### src/rtl/nibble_serial_add_ctrl_pkg.sv
// Shared types and constants for the nibble-serial adder sequencer.
package nsa_pkg;

   localparam int              NIB_W      = 4;
   localparam logic [NIB_W-1:0] FIX_ADDEND = 4'd1;

   typedef enum logic [1:0] {IDLE, ADD, FIX, DONE} state_e;

endpackage

### src/rtl/nibble_serial_add_ctrl.sv
// Drives an external carry-less 4-bit adder one nibble per step to build a
// NIBBLES*4-bit sum; an incoming carry costs an extra "+1" pass per nibble.
module nibble_serial_add_ctrl
   import nsa_pkg::*;
#(
   parameter int NIBBLES = 4
) (
   input  logic                     clk,
   input  logic                     rst_n,
   input  logic                     in_valid,
   output logic                     in_ready,
   input  logic [NIB_W*NIBBLES-1:0] op_a,
   input  logic [NIB_W*NIBBLES-1:0] op_b,
   output logic [NIB_W-1:0]         add_a,
   output logic [NIB_W-1:0]         add_b,
   input  logic [NIB_W-1:0]         add_s,
   input  logic                     add_c,
   output logic                     out_valid,
   input  logic                     out_ready,
   output logic [NIB_W*NIBBLES-1:0] result,
   output logic                     carry_out
);

   localparam int W     = NIB_W * NIBBLES;
   localparam int IDX_W = (NIBBLES > 1) ? $clog2(NIBBLES) : 1;
   localparam logic [IDX_W-1:0] IDX_ONE  = IDX_W'(1);
   localparam logic [IDX_W-1:0] IDX_LAST = IDX_W'(NIBBLES - 1);

   state_e             state_q, state_d;
   logic [IDX_W-1:0]   idx_q, idx_d;
   logic [W-1:0]       a_q, a_d, b_q, b_d, res_q, res_d;
   logic [NIB_W-1:0]   tmp_q, tmp_d;
   logic               carry_q, carry_d, c1_q, c1_d, cout_q, cout_d;
   logic               adv;
   int                 sel;

   assign sel       = int'(idx_q) * NIB_W;
   assign in_ready  = (state_q == IDLE);
   assign out_valid = (state_q == DONE);
   assign result    = res_q;
   assign carry_out = cout_q;

   always_ff @(posedge clk or negedge rst_n) begin
      if (!rst_n) begin
         state_q <= IDLE;
         idx_q   <= '0;
         a_q     <= '0;
         b_q     <= '0;
         res_q   <= '0;
         tmp_q   <= '0;
         carry_q <= 1'b0;
         c1_q    <= 1'b0;
         cout_q  <= 1'b0;
      end else begin
         state_q <= state_d;
         idx_q   <= idx_d;
         a_q     <= a_d;
         b_q     <= b_d;
         res_q   <= res_d;
         tmp_q   <= tmp_d;
         carry_q <= carry_d;
         c1_q    <= c1_d;
         cout_q  <= cout_d;
      end
   end

   always_comb begin
      state_d = state_q;
      idx_d   = idx_q;
      a_d     = a_q;
      b_d     = b_q;
      res_d   = res_q;
      tmp_d   = tmp_q;
      carry_d = carry_q;
      c1_d    = c1_q;
      cout_d  = cout_q;
      add_a   = '0;
      add_b   = '0;
      adv     = 1'b0;

      case (state_q)
         IDLE: begin
            if (in_valid) begin
               a_d     = op_a;
               b_d     = op_b;
               idx_d   = '0;
               carry_d = 1'b0;
               res_d   = '0;
               cout_d  = 1'b0;
               state_d = ADD;
            end
         end
         ADD: begin
            add_a = a_q[sel +: NIB_W];
            add_b = b_q[sel +: NIB_W];
            tmp_d = add_s;
            c1_d  = add_c;
            if (carry_q) begin
               state_d = FIX;
            end else begin
               res_d[sel +: NIB_W] = add_s;
               carry_d             = add_c;
               adv                 = 1'b1;
            end
         end
         FIX: begin
            // tmp+1 only carries when tmp==F, which the first pass can't produce with c1 set
            add_a               = tmp_q;
            add_b               = FIX_ADDEND;
            res_d[sel +: NIB_W] = add_s;
            carry_d             = c1_q | add_c;
            adv                 = 1'b1;
         end
         DONE: begin
            if (out_ready) state_d = IDLE;
         end
         default: state_d = IDLE;
      endcase

      if (adv) begin
         if (idx_q == IDX_LAST) begin
            state_d = DONE;
            cout_d  = carry_d;
         end else begin
            idx_d   = idx_q + IDX_ONE;
            state_d = ADD;
         end
      end
   end

endmodule

### config.mk
export PLATFORM = sky130hd
export DESIGN_NAME = nibble_serial_add_ctrl
export DESIGN_NICKNAME = d
export VERILOG_FILES = /design/src/rtl/nibble_serial_add_ctrl_pkg.sv /design/src/rtl/nibble_serial_add_ctrl.sv
export SDC_FILE = /design/constraint.sdc
export NUM_CORES = 1
export LEC_CHECK = 0
export CORE_ASPECT_RATIO = 0.8
export CORE_MARGIN = 2
export CORE_UTILIZATION = 42
export CTS_CLUSTER_SIZE = 40
export DETAILED_ROUTE_END_ITERATION = 8
export HOLD_SLACK_MARGIN = 0.03
export PLACE_DENSITY_LB_ADDON = 0.2
export SYNTH_ARGS = -nofsm -noshare
export SYNTH_HDL_FRONTEND = slang
export SYNTH_SLANG_ARGS = --single-unit
### constraint.sdc
create_clock -name clk -period 3 [get_ports clk]
set_input_delay 0.3 -clock clk [delete_from_list [all_inputs] [get_ports clk]]
set_output_delay 0.3 -clock clk [all_outputs]
set_load 0.01 [all_outputs]
; ---- Word level (Yosys, flattened, before mapping)
; Index checks and enable logic that the tools add are counted.
[word_totals]
reg_bits = 59
in_bits = 41
[op_classes]
n_eq_ne = 9
bitwise = 1
mux = 25
n_reduce_logical = 6
shifts = 4
n_addsub = 2
[ops]
columns = cell, n
row1 = 16-bit case mux with 3 select lines, 1
row2 = 4-bit negator with 33-bit output, 1
row3 = "4-bit by 33-bit variable shift with 16-bit output, first input constant", 1
row4 = 4-bit by 33-bit variable part select with 16-bit output, 1
row5 = 16-bit 2-to-1 mux, 2
row6 = 16-bit by 5-bit variable part select with 4-bit output, 2
row7 = 2-bit 2-to-1 mux, 9
row8 = 16-bit bitwise mux, 1
row9 = 4-bit case mux with 2 select lines, 2
row10 = 1-bit 2-to-1 mux, 7
row11 = "2-bit == test, second input constant", 3
row12 = 2-bit case mux with 3 select lines, 1
row13 = "2-bit != test, second input constant", 2
row14 = 4-bit AND reduction, 1
row15 = 4-bit nonzero test, 1
row16 = "3-bit by 1-bit != test with 1-bit output, second input constant", 1
row17 = "3-bit by 2-bit != test with 1-bit output, second input constant", 1
row18 = "3-bit != test, second input constant", 1
row19 = 1-bit case mux with 3 select lines, 1
row20 = 3-bit AND reduction, 1
row21 = 3-bit nonzero test, 1
row22 = "2-bit by 1-bit adder with 2-bit output, second input constant", 1
row23 = "2-bit by 1-bit == test with 1-bit output, second input constant", 1
row24 = 2-bit logical NOT, 1
row25 = other kinds (3), 3

; ---- Logic depth before layout (Yosys ltp)
; Gate-level depths: netlist of run 1.
[logic_depth]
ltp_word = 5
ltp_mapped = 9

; ---- Worst setup path before layout of run 1
; No wires, ideal clock.
[synth_timing]
kind = flip-flop to output port
from = register state_q[0]
to = output port add_a[0]
setup_slack_ps = 1271
required_ps = 2700
stages_incl_launch_ff = 7
n_path_buf = 2
arrival_time_ps = 1429
path_cell_list = dfrtp_1 -> inv_1 -> ha_1 -> buf_4 -> and2_1 -> buf_1 -> a32o_1
[synth_via]
elab_chain_len = 2
elab_cells_between_ends = 3
[synth_rtl]
columns = item, line_no
row1 = "start, declared", nibble_serial_add_ctrl.sv:29  ; state_e state_q, state_d;
row2 = "start signal, assigned", nibble_serial_add_ctrl.sv:55  ; state_q <= state_d;
row3 = 2-bit == test or 2-bit by 1-bit == test with 1-bit output (tied branches), nibble_serial_add_ctrl.sv:81  ; case (state_q)
row4 = 4-bit case mux with 2 select lines *, nibble_serial_add_ctrl.sv:81
row5 = "end, declared", nibble_serial_add_ctrl.sv:14  ; output logic [NIB_W-1:0] add_a,
; Every way passes the cells marked *; elsewhere a longest branch is shown, timed or not.

; ---- Worst setup path after layout of run 1
[layout_timing]
from = register idx_q[0]
to = output port add_a[2]
[layout_via]
elab_chain_len = 2
[layout_rtl]
columns = item, line_no
row1 = "start, declared", nibble_serial_add_ctrl.sv:30  ; logic [IDX_W-1:0] idx_q, idx_d;
row2 = "start signal, assigned", nibble_serial_add_ctrl.sv:56  ; idx_q <= idx_d;
row3 = 16-bit by 5-bit variable part select with 4-bit output, nibble_serial_add_ctrl.sv:94  ; add_a = a_q[sel +: NIB_W];
row4 = 4-bit case mux with 2 select lines, nibble_serial_add_ctrl.sv:81
; Every way passes these cells.

==> flow_summary_export.csv, run 1 <==
group,metric,value,unit
floorplanning,coreArea,6510,um2
global_routing,grt_max_degree,37,
power_and_ir_drop,vdd_ir_drop_max,0.524,mV
synth,yosysMostFrequentCell,"dfrtp_1",
critical_path,slowest_delay,0.85,ns
critical_path,r2r_slack,0.67,ns
floorplanning,dieArea,7540,um2
synth,synth_simple_gate_area_share,7.51,%
timing,fin_crit_sh,93.7,%
detailed_routing,wirelength,6.06,mm
synth,synth_top_family_by_area,"multiplexers",
detailed_routing,via_per_inst,5.14,
detailed_routing,num_vias,1931,
critical_path,critPathKind,"reg -> out",
clock_network,clock_path_buffers,2,
clock_network,ctsHoldBuffers,0,
status,status,"complete, no violations",
synth,yosys_warnings,0,
clock_network,cts_buffers,9,
synth,synth_edf_count,0,
critical_path,startpoint,"idx_q[0]",
clock_network,clock_latency,0.33,ns
place,port_buffers,67,
timing,rsz0062_at_grt,"false",
synth,synth_area,2880,um2
job,maxCapViolCount,0,
global_routing,antenna_found_initial,0,
critical_path,r2r-end,"result[10]",
synth,muxShareOfSynthArea,22.1,%
global_routing,grt_util_all_layers,17.2,%
critical_path,cp-start-kind,"flop",
critical_path,critPathBufInv,1,
floorplanning,rows,26,
synth,async_flop_share,100,%
place,placedCellCount,361,
synth,ys_top_cells_by_count,"dfrtp_1 (59), mux2_2 (38), nand2_1 (24), ha_1 (11)",
synth,synth-xor-area-share,0,%
critical_path,crit_fanout,17,
clock_network,cts_root_buffer,"clkbuf_8",
detailed_routing,dr.pass1.iters,4,
synth,synthAdderAreaFrac,4.78,%
synth,synth_top_cell_by_area,"dfrtp_1",
timing,drv_slew,0,
critical_path,cp-end-kind,"output pin",
power_and_ir_drop,switchingPower,1.30,mW
floorplanning,die_x,96.6,um
synth,synth.distinct_cells,36,
critical_path,cp_slowest_cell,"dfrtp_1",
timing,hold_viol,0,
cells_and_area,diodes,0,
cells_and_area,area_growth,31.2,%
power_and_ir_drop,internal-power,2.49,mW
timing,setup_ws,0.189,ns
clock_network,htree_levels,3,
power_and_ir_drop,seq_power_share,36.4,%
synth,synth_area_leaders,"dfrtp_1 (51%), mux2_2 (15%), mux4_2 (6.3%)",
power_and_ir_drop,p_clk_share,18.8,%
timing,tightest_slew,0.832,ns
critical_path,r2r_start,"idx_q[0]",
clock_network,cts_resized,0,
critical_path,arrival,2.51,ns
timing,fin_skew,0.00371,ns
power_and_ir_drop,powerDensity,1000,nW/um2
clock_network,cts_tree,"done",
synth,synth-compound-area-share,10.2,%
floorplanning,io-pin-count,68,
timing,finalSetupTns,0,ns
critical_path,worstSetupEndpoint,"add_a[2]",
synth,synth_top_cell_area_share,51.2,%
cells_and_area,drive_gt1_share,24.7,%
clock_network,cts.sinks,59,
critical_path,crit_chain,"mux4_2 -> a32o_1 -> clkdlybuf4s50_1",
global_routing,grt-ovfl-total,0,
place,dpl.hpwl,4.47,mm
synth,synthesis.nets,270,
timing,setup_violations,0,
hold_path,hp-class,"in -> async",
clock_network,postCtsSetupBuffers,0,
place,gp_congestion,0.771,
synth,ys_ff_latch,59,
detailed_routing,first_iter_violations,73,
place,place_ws,0.515,ns
floorplanning,initial_core_util,44.3,%
detailed_routing,ant_nets,0,
timing,layout_min_cycle_time,2.81,ns
power_and_ir_drop,p_leak,1.58,nW
synth,postSynthCellCount,218,
timing,relSlewSlack,44.5,%
power_and_ir_drop,total_power,3.79,mW
cells_and_area,final_nets,340,
cells_and_area,design_area,3780,um2
timing,max_freq,356,MHz
floorplanning,die_h,78.1,um
critical_path,path_delay_family,"flip-flops",
global_routing,grt_pass1_wl,10.1,mm
detailed_routing,wl_per_cell,16.1,um
place,dpl_cell_area,3590,um2
clock_network,clkTransAtPathRegs,0.06,ns
synth,synth_ff_type,"dfrtp_1",
cells_and_area,fin_cells,376,
critical_path,worstPathRequired,2.70,ns
critical_path,crit_cells,3,
synth,avgSynthCellArea,13.2,um2
synth,ys_seq_area_share,51.2,%
global_routing,grt_pass1_vias,2017,
critical_path,reg2reg_depth,6,
power_and_ir_drop,sw_frac_of_total,34.3,%
detailed_routing,drc,0,
power_and_ir_drop,combinationalPowerShare,44.8,%
stage by stage:
step,hold WS (ns),utilization (%)
after CTS,0.0811,58.1
final,0.0659,58.1
after global routing,0.102,58.1
after detailed placement,0.441,55.1
after global placement,0.446,55.1
after floorplan,0.00441,-
power groups by stage:
stage          registers (mW)  logic (mW)  clock network [mW]
4_1_cts                  1.38        1.72               0.732
2_1_floorplan            1.27        1.32                   0
5_1_grt                  1.42        1.87               0.774
3_3_place_gp             1.39        1.68                   0
3_5_place_dp             1.40        1.71                   0
6_report                 1.38        1.69               0.714
cells by family after synthesis:
kind of cell | Yosys count
flip-flops | 59
AO/OA/AOI/OAI | 37
buffers and inverters | 19
AND/OR/NAND/NOR | 43
multiplexers | 49
adder cells (fa/ha/maj) | 11
flip-flops by register name, summed over array words and instances, names as in the netlist:
name / count
a_q: 16
b_q: 16
result: 16
tmp_q: 4
idx_q: 2
state_q: 2
c1_q: 1
carry_out: 1
carry_q: 1
layout make-up:
| type | count | area [um2] |
|---|---|---|
| Tap cell | 84 | 105 |
| Fill cell | 586 | 2730 |
| Inverter | 8 | 30.0 |
| Clock inverter | 2 | 35.0 |
| Timing Repair Buffer | 70 | 688 |
| Sequential cell | 59 | 1480 |
| Clock buffer | 13 | 159 |
| Multi-Input combinational cell | 140 | 1290 |
cells in the final DEF (no fill, tap or decap), types with 3 or more instances in the layout:
master,n
ha_1,11
o21ai_1,8
clkbuf_8,11
dfrtp_1,59
buf_4,3
nor2_1,4
clkdlybuf4s50_1,66
and2_1,5
mux2_2,38
nand2_1,24
o21ai_0,5
mux4_2,8
mux2i_1,3
o31ai_1,5
a22o_1,4
inv_1,8
a32o_1,4
layer usage:
layer | part of all wire, % | routed length [um] | GRT usage (%) | up-vias
li1 | - | - | - | 930
met1 | 46 | 2760 | 22.3 | 943
met2 | 48 | 2910 | 27.2 | 54
met3 | 5.7 | 348 | 7.12 | 4
met4 | 0.66 | 40 | 4.08 | 0
met5 | 0 | 0 | 0 | -
worst register-to-register path, delay by kind of cell, from the launching register on:
kind | cells | cell delay [ns]
fa+ha+maj | 1 | 0.26
compound gates | 1 | 0.20
buf+inv | 1 | 0.20
simple gates | 3 | 0.76
flops | 1 | 0.85
worst min-delay path by stage:
stage               slack [ns]        end  start  cells past startpoint
global route              0.10  result[6]  rst_n                      1
CTS                       0.08  result[6]  rst_n                      1
global placement          0.45  result[6]  rst_n                      1
detailed placement        0.44  result[6]  rst_n                      1
floorplan                0.004     a_q[0]  rst_n                      0
finish                    0.07  result[6]  rst_n                      1
No activity file was read; power rests on OpenSTA's default activity.
==> inputs of run 2 (changes only) <==
- MAX_ROUTING_LAYER: unset -> met4
- clock period: 3 -> 2.3 ns (I/O delays scaled with it)
==> run 2 against run 1 <==
Sequential power up 25%. Cell area up 3.4%. Wire length up 3.1%. Register-to-register slack worse by 0.27 ns. Sequential cell count unchanged. Die area unchanged. Core utilization up 2.0 points. Clock skew up 0.0044 ns. Global-route usage up 1.3 points. Via count up 2.7%. Critical path type unchanged. Largest cell class unchanged. Largest power group unchanged.
==> flow_summary_export.csv, run 2 (synthesis results as in run 1) <==
group,metric,value,unit
status,status,"complete, no violations",
place,dpl.hpwl,4.65,mm
floorplanning,die_h,78.1,um
timing,fin_skew,0.00806,ns
timing,drv_slew,0,
timing,rsz0062_at_grt,"false",
detailed_routing,wl_met3,268,um
cells_and_area,final_cell_mix,"dfrtp_1 (58), clkdlybuf4s50_1 (58), mux2_2 (38)",
critical_path,worstPathRequired,2.07,ns
critical_path,critPathKind,"reg -> out",
timing,relSlewSlack,70.3,%
hold_path,hp-class,"in -> async",
global_routing,grt_max_degree,23,
timing,setup_violations,0,
global_routing,grt_pass1_wl,10.6,mm
floorplanning,rows,26,
clock_network,clock_path_buffers,2,
critical_path,crit_chain,"inv_1 -> ha_1 -> and2_4 -> buf_4 -> a32o_1 -> dlygate4sd2_1",
global_routing,grt-ovfl-total,0,
power_and_ir_drop,powerDensity,1340,nW/um2
clock_network,clkTransAtPathRegs,0.07,ns
critical_path,slowest_delay,0.40,ns
cells_and_area,area_growth,35.6,%
place,place_ws,0.214,ns
place,port_buffers,67,
detailed_routing,first_iter_violations,76,
critical_path,reg2reg_depth,6,
global_routing,grt_pass1_vias,1979,
cells_and_area,final_nets,351,
timing,setup_ws,0.124,ns
detailed_routing,wl_met1,3.16,mm
detailed_routing,wirelength,6.25,mm
global_routing,antenna_found_initial,0,
global_routing,grt_util_all_layers,18.5,%
timing,finalSetupTns,0,ns
cells_and_area,fin_util,60.1,%
timing,hold_viol,0,
detailed_routing,top_layer_used,"met4",
timing,holdWs,0.362,ns
detailed_routing,wl_per_cell,16.1,um
timing,tightest_slew,0.445,ns
detailed_routing,drc,0,
detailed_routing,dr_wl_met2,2.74,mm
cells_and_area,diodes,0,
clock_network,cts_root_buffer,"clkbuf_8",
power_and_ir_drop,p_leak,1.72,nW
critical_path,arrival,1.95,ns
detailed_routing,via_per_inst,5.11,
floorplanning,initial_core_util,44.3,%
critical_path,crit_fanout,5,
job,maxCapViolCount,0,
clock_network,cts_tree,"done",
floorplanning,die_x,96.6,um
detailed_routing,num_vias,1984,
cells_and_area,drive_gt1_share,28.0,%
clock_network,htree_levels,3,
critical_path,cp-end-kind,"output pin",
floorplanning,dieArea,7540,um2
timing,layout_min_cycle_time,2.18,ns
critical_path,cp_slowest_cell,"dfrtp_1",
clock_network,cts_buffers,9,
floorplanning,io-pin-count,68,
place,gp_congestion,0.849,
detailed_routing,ant_nets,0,
critical_path,cp-start-kind,"flop",
timing,max_freq,460,MHz
power_and_ir_drop,vdd_ir_drop_max,0.601,mV
detailed_routing,dr.pass1.iters,4,
timing,fin_crit_sh,94.6,%
floorplanning,coreArea,6510,um2
clock_network,clock_latency,0.34,ns
clock_network,cts.sinks,59,
-- run 2: final cells by class --
class	count	area [um2]
Clock buffer	12	145
Clock inverter	4	73.8
Fill cell	537	2600
Inverter	8	30.0
Multi-Input combinational cell	140	1290
Sequential cell	59	1480
Tap cell	84	105
Timing Repair Buffer	81	787
-- run 2: final timing paths --
path                            start         end  slack (ns)
max                        state_q[1]    add_a[0]        0.12
min                             rst_n   result[6]        0.36
max reg2reg                state_q[1]   result[8]        0.40
min reg2reg                result[13]  result[13]        0.49
max in group asynchronous       rst_n      b_q[3]        1.29
min in group clk           result[13]  result[13]        0.49
-- run 2: report_power, final --
part | switching, mW | internal [mW]
clock | 0.417 | 0.641
sequential | 0.260 | 1.47
combinational | 1.12 | 1.32
-- run 2: per-stage QoR --
stage / instance area (um2) / power [mW] / instances
after global routing: 3910 / 5.59 / 388
after global placement: 3650 / 4.14 / 368
after detailed placement: 3650 / 4.17 / 368
final: 3910 / 5.22 / 388
after CTS: 3880 / 5.22 / 385
after floorplan: 2880 / 3.38 / 218
-- run 2: per-layer routing --
layer | vias up | GRT usage (%)
met5 | - | -
met4 | 0 | 6.20
met3 | 9 | 5.16
met2 | 56 | 25.6
met1 | 970 | 26.3
li1 | 949 | -
-- run 2: what timing repair did --
action	4_1_cts	5_1_grt
hold buffers	1	0
buffers inserted	0	3
gates cloned	0	0
setup endpoints to repair	8	3
resized for setup	8	3
endpoints found under the hold margin	17	0
-- run 2: critical path, delay by kind of cell (launching register included) --
family / cells / cell delay, ns
AO/OA/AOI/OAI: 1 / 0.19
adder cells (fa/ha/maj): 1 / 0.30
buffers and inverters: 3 / 0.54
flip-flops: 1 / 0.40
AND/OR/NAND/NOR: 1 / 0.19
==> inputs of run 3 (changes only) <==
- PLACE_DENSITY: unset -> 0.74
- PLACE_DENSITY_LB_ADDON: 0.2 -> unset
==> run 3 against run 2 <==
Critical path depth down 1. Sequential power is essentially flat. Setup slack got worse by 0.060 ns. Critical endpoint is now add_a[1]. Largest power group unchanged.
==> flow_summary_export.csv, run 3 (synthesis results as in run 1) <==
group,metric,value,unit
timing,fin_skew,0.00505,ns
clock_network,clock_latency,0.34,ns
critical_path,r2r_start,"state_q[1]",
critical_path,slowest_delay,0.49,ns
cells_and_area,diodes,0,
floorplanning,coreArea,6510,um2
timing,tightest_slew,0.502,ns
power_and_ir_drop,total_power,5.11,mW
cells_and_area,drive_gt1_share,28.8,%
detailed_routing,wirelength,6.28,mm
clock_network,clock_path_buffers,2,
cells_and_area,final_cell_mix,"dfrtp_1 (58), clkdlybuf4s50_1 (58), mux2_2 (38)",
critical_path,cp_slowest_cell,"mux4_2",
clock_network,cts_root_buffer,"clkbuf_8",
place,dpl_cell_area,3660,um2
clock_network,clkTransAtPathRegs,0.06,ns
place,dpl.hpwl,4.59,mm
critical_path,crit_chain,"buf_6 -> buf_4 -> mux4_2 -> a32o_1 -> dlygate4sd2_1",
hold_path,hp-class,"in -> async",
global_routing,grt_pass1_wl,10.3,mm
critical_path,path_delay_family,"buffers and inverters",
detailed_routing,wl_per_cell,16.1,um
critical_path,critPathBufInv,3,
timing,rsz0062_at_grt,"false",
place,port_buffers,67,
detailed_routing,num_vias,2015,
floorplanning,die_x,96.6,um
clock_network,cts_buffers,9,
power_and_ir_drop,powerDensity,1310,nW/um2
detailed_routing,dr.pass1.iters,4,
critical_path,worstPathRequired,2.07,ns
critical_path,arrival,2.01,ns
critical_path,cp-start-kind,"flop",
global_routing,grt-ovfl-total,0,
job,maxCapViolCount,0,
timing,layout_min_cycle_time,2.24,ns
timing,drv_slew,0,
place,gp_congestion,0.825,
power_and_ir_drop,p_leak,1.72,nW
timing,fin_crit_sh,97.2,%
global_routing,grt_util_all_layers,18.1,%
critical_path,critPathKind,"reg -> out",
timing,setup_violations,0,
timing,relSlewSlack,66.5,%
floorplanning,dieArea,7540,um2
critical_path,r2r-end,"result[11]",
floorplanning,io-pin-count,68,
critical_path,crit_fanout,4,
status,status,"complete, no violations",
critical_path,r2r_slack,0.39,ns
cells_and_area,fin_util,60.2,%
cells_and_area,fillers,525,
detailed_routing,first_iter_violations,69,
timing,hold_viol,0,
detailed_routing,via_per_inst,5.17,
critical_path,cp-end-kind,"output pin",
power_and_ir_drop,vdd_ir_drop_max,0.612,mV
timing,max_freq,447,MHz
detailed_routing,drc,0,
cells_and_area,area_growth,35.9,%
floorplanning,rows,26,
global_routing,grt_pass1_vias,2055,
detailed_routing,ant_nets,0,
floorplanning,die_h,78.1,um
clock_network,htree_levels,3,
clock_network,cts_tree,"done",
global_routing,grt_max_degree,41,
global_routing,antenna_found_initial,0,
cells_and_area,design_area,3920,um2
floorplanning,initial_core_util,44.3,%
critical_path,reg2reg_depth,7,
cells_and_area,final_nets,353,
timing,finalSetupTns,0,ns
clock_network,cts.sinks,59,
-- run 3: worst max-delay path by stage --
stage            endpoint  depth (start not counted)      from  slack (ns)
3_3_place_gp     add_a[1]                          4  idx_q[0]        0.29
2_1_floorplan  result[12]                          9  idx_q[0]        0.59
4_1_cts          add_b[1]                          4  idx_q[0]       0.005
3_5_place_dp     add_a[1]                          4  idx_q[0]        0.25
6_report         add_a[1]                          5  idx_q[0]        0.06
5_1_grt          add_a[3]                          5  idx_q[0]       0.007
-- run 3: final cells by class --
class	instances	area, um2	area share [%]
timing repair buffer	83	818	20.9
clock inverter	5	52.6	1.34
clock buffer	11	141	3.61
tap	84	105	2.68
sequential	59	1480	37.7
inverter	8	30.0	0.767
multi-input combinational	140	1290	32.9
-- run 3: worst reg2reg max path, stage by stage, from the launching register on --
cell and delay (ns):
dfrtp_1 0.39, inv_1 0.09, ha_1 0.29, buf_4 0.16
and2b_1 0.32, nand3_1 0.13, nor3_2 0.27, a22o_1 0.21
-- run 3: metal layers --
metal,up-vias,wire (um),track usage (%)
met1,980,2860,22.7
met4,0,40,5.07
li1,953,-,-
met2,76,3000,27.3
met3,6,379,7.30
met5,-,0,-
-- run 3: power breakdown --
group          switching [mW]  internal (mW)  total (mW)
sequential              0.261           1.47        1.73
clock                   0.398          0.524       0.922
combinational            1.11           1.35        2.46
total                    1.77           3.34        5.11
-- run 3: stage by stage --
step	hold WS (ns)	std cells	worst slack, ns
finish	0.405	390	0.0641
global route	0.447	390	0.00697
CTS	0.417	387	0.00460
detailed placement	0.236	367	0.248
global placement	0.228	367	0.292
floorplan	-0.0656	218	0.592
-- run 3: what timing repair did --
item | 4_1_cts | 5_1_grt
cloned | 1 | 0
endpoints found under the hold margin | 19 | 0
resized for setup | 10 | 4
setup buffers | 2 | 3
setup endpoints to repair | 8 | 4
hold buffers | 1 | 0
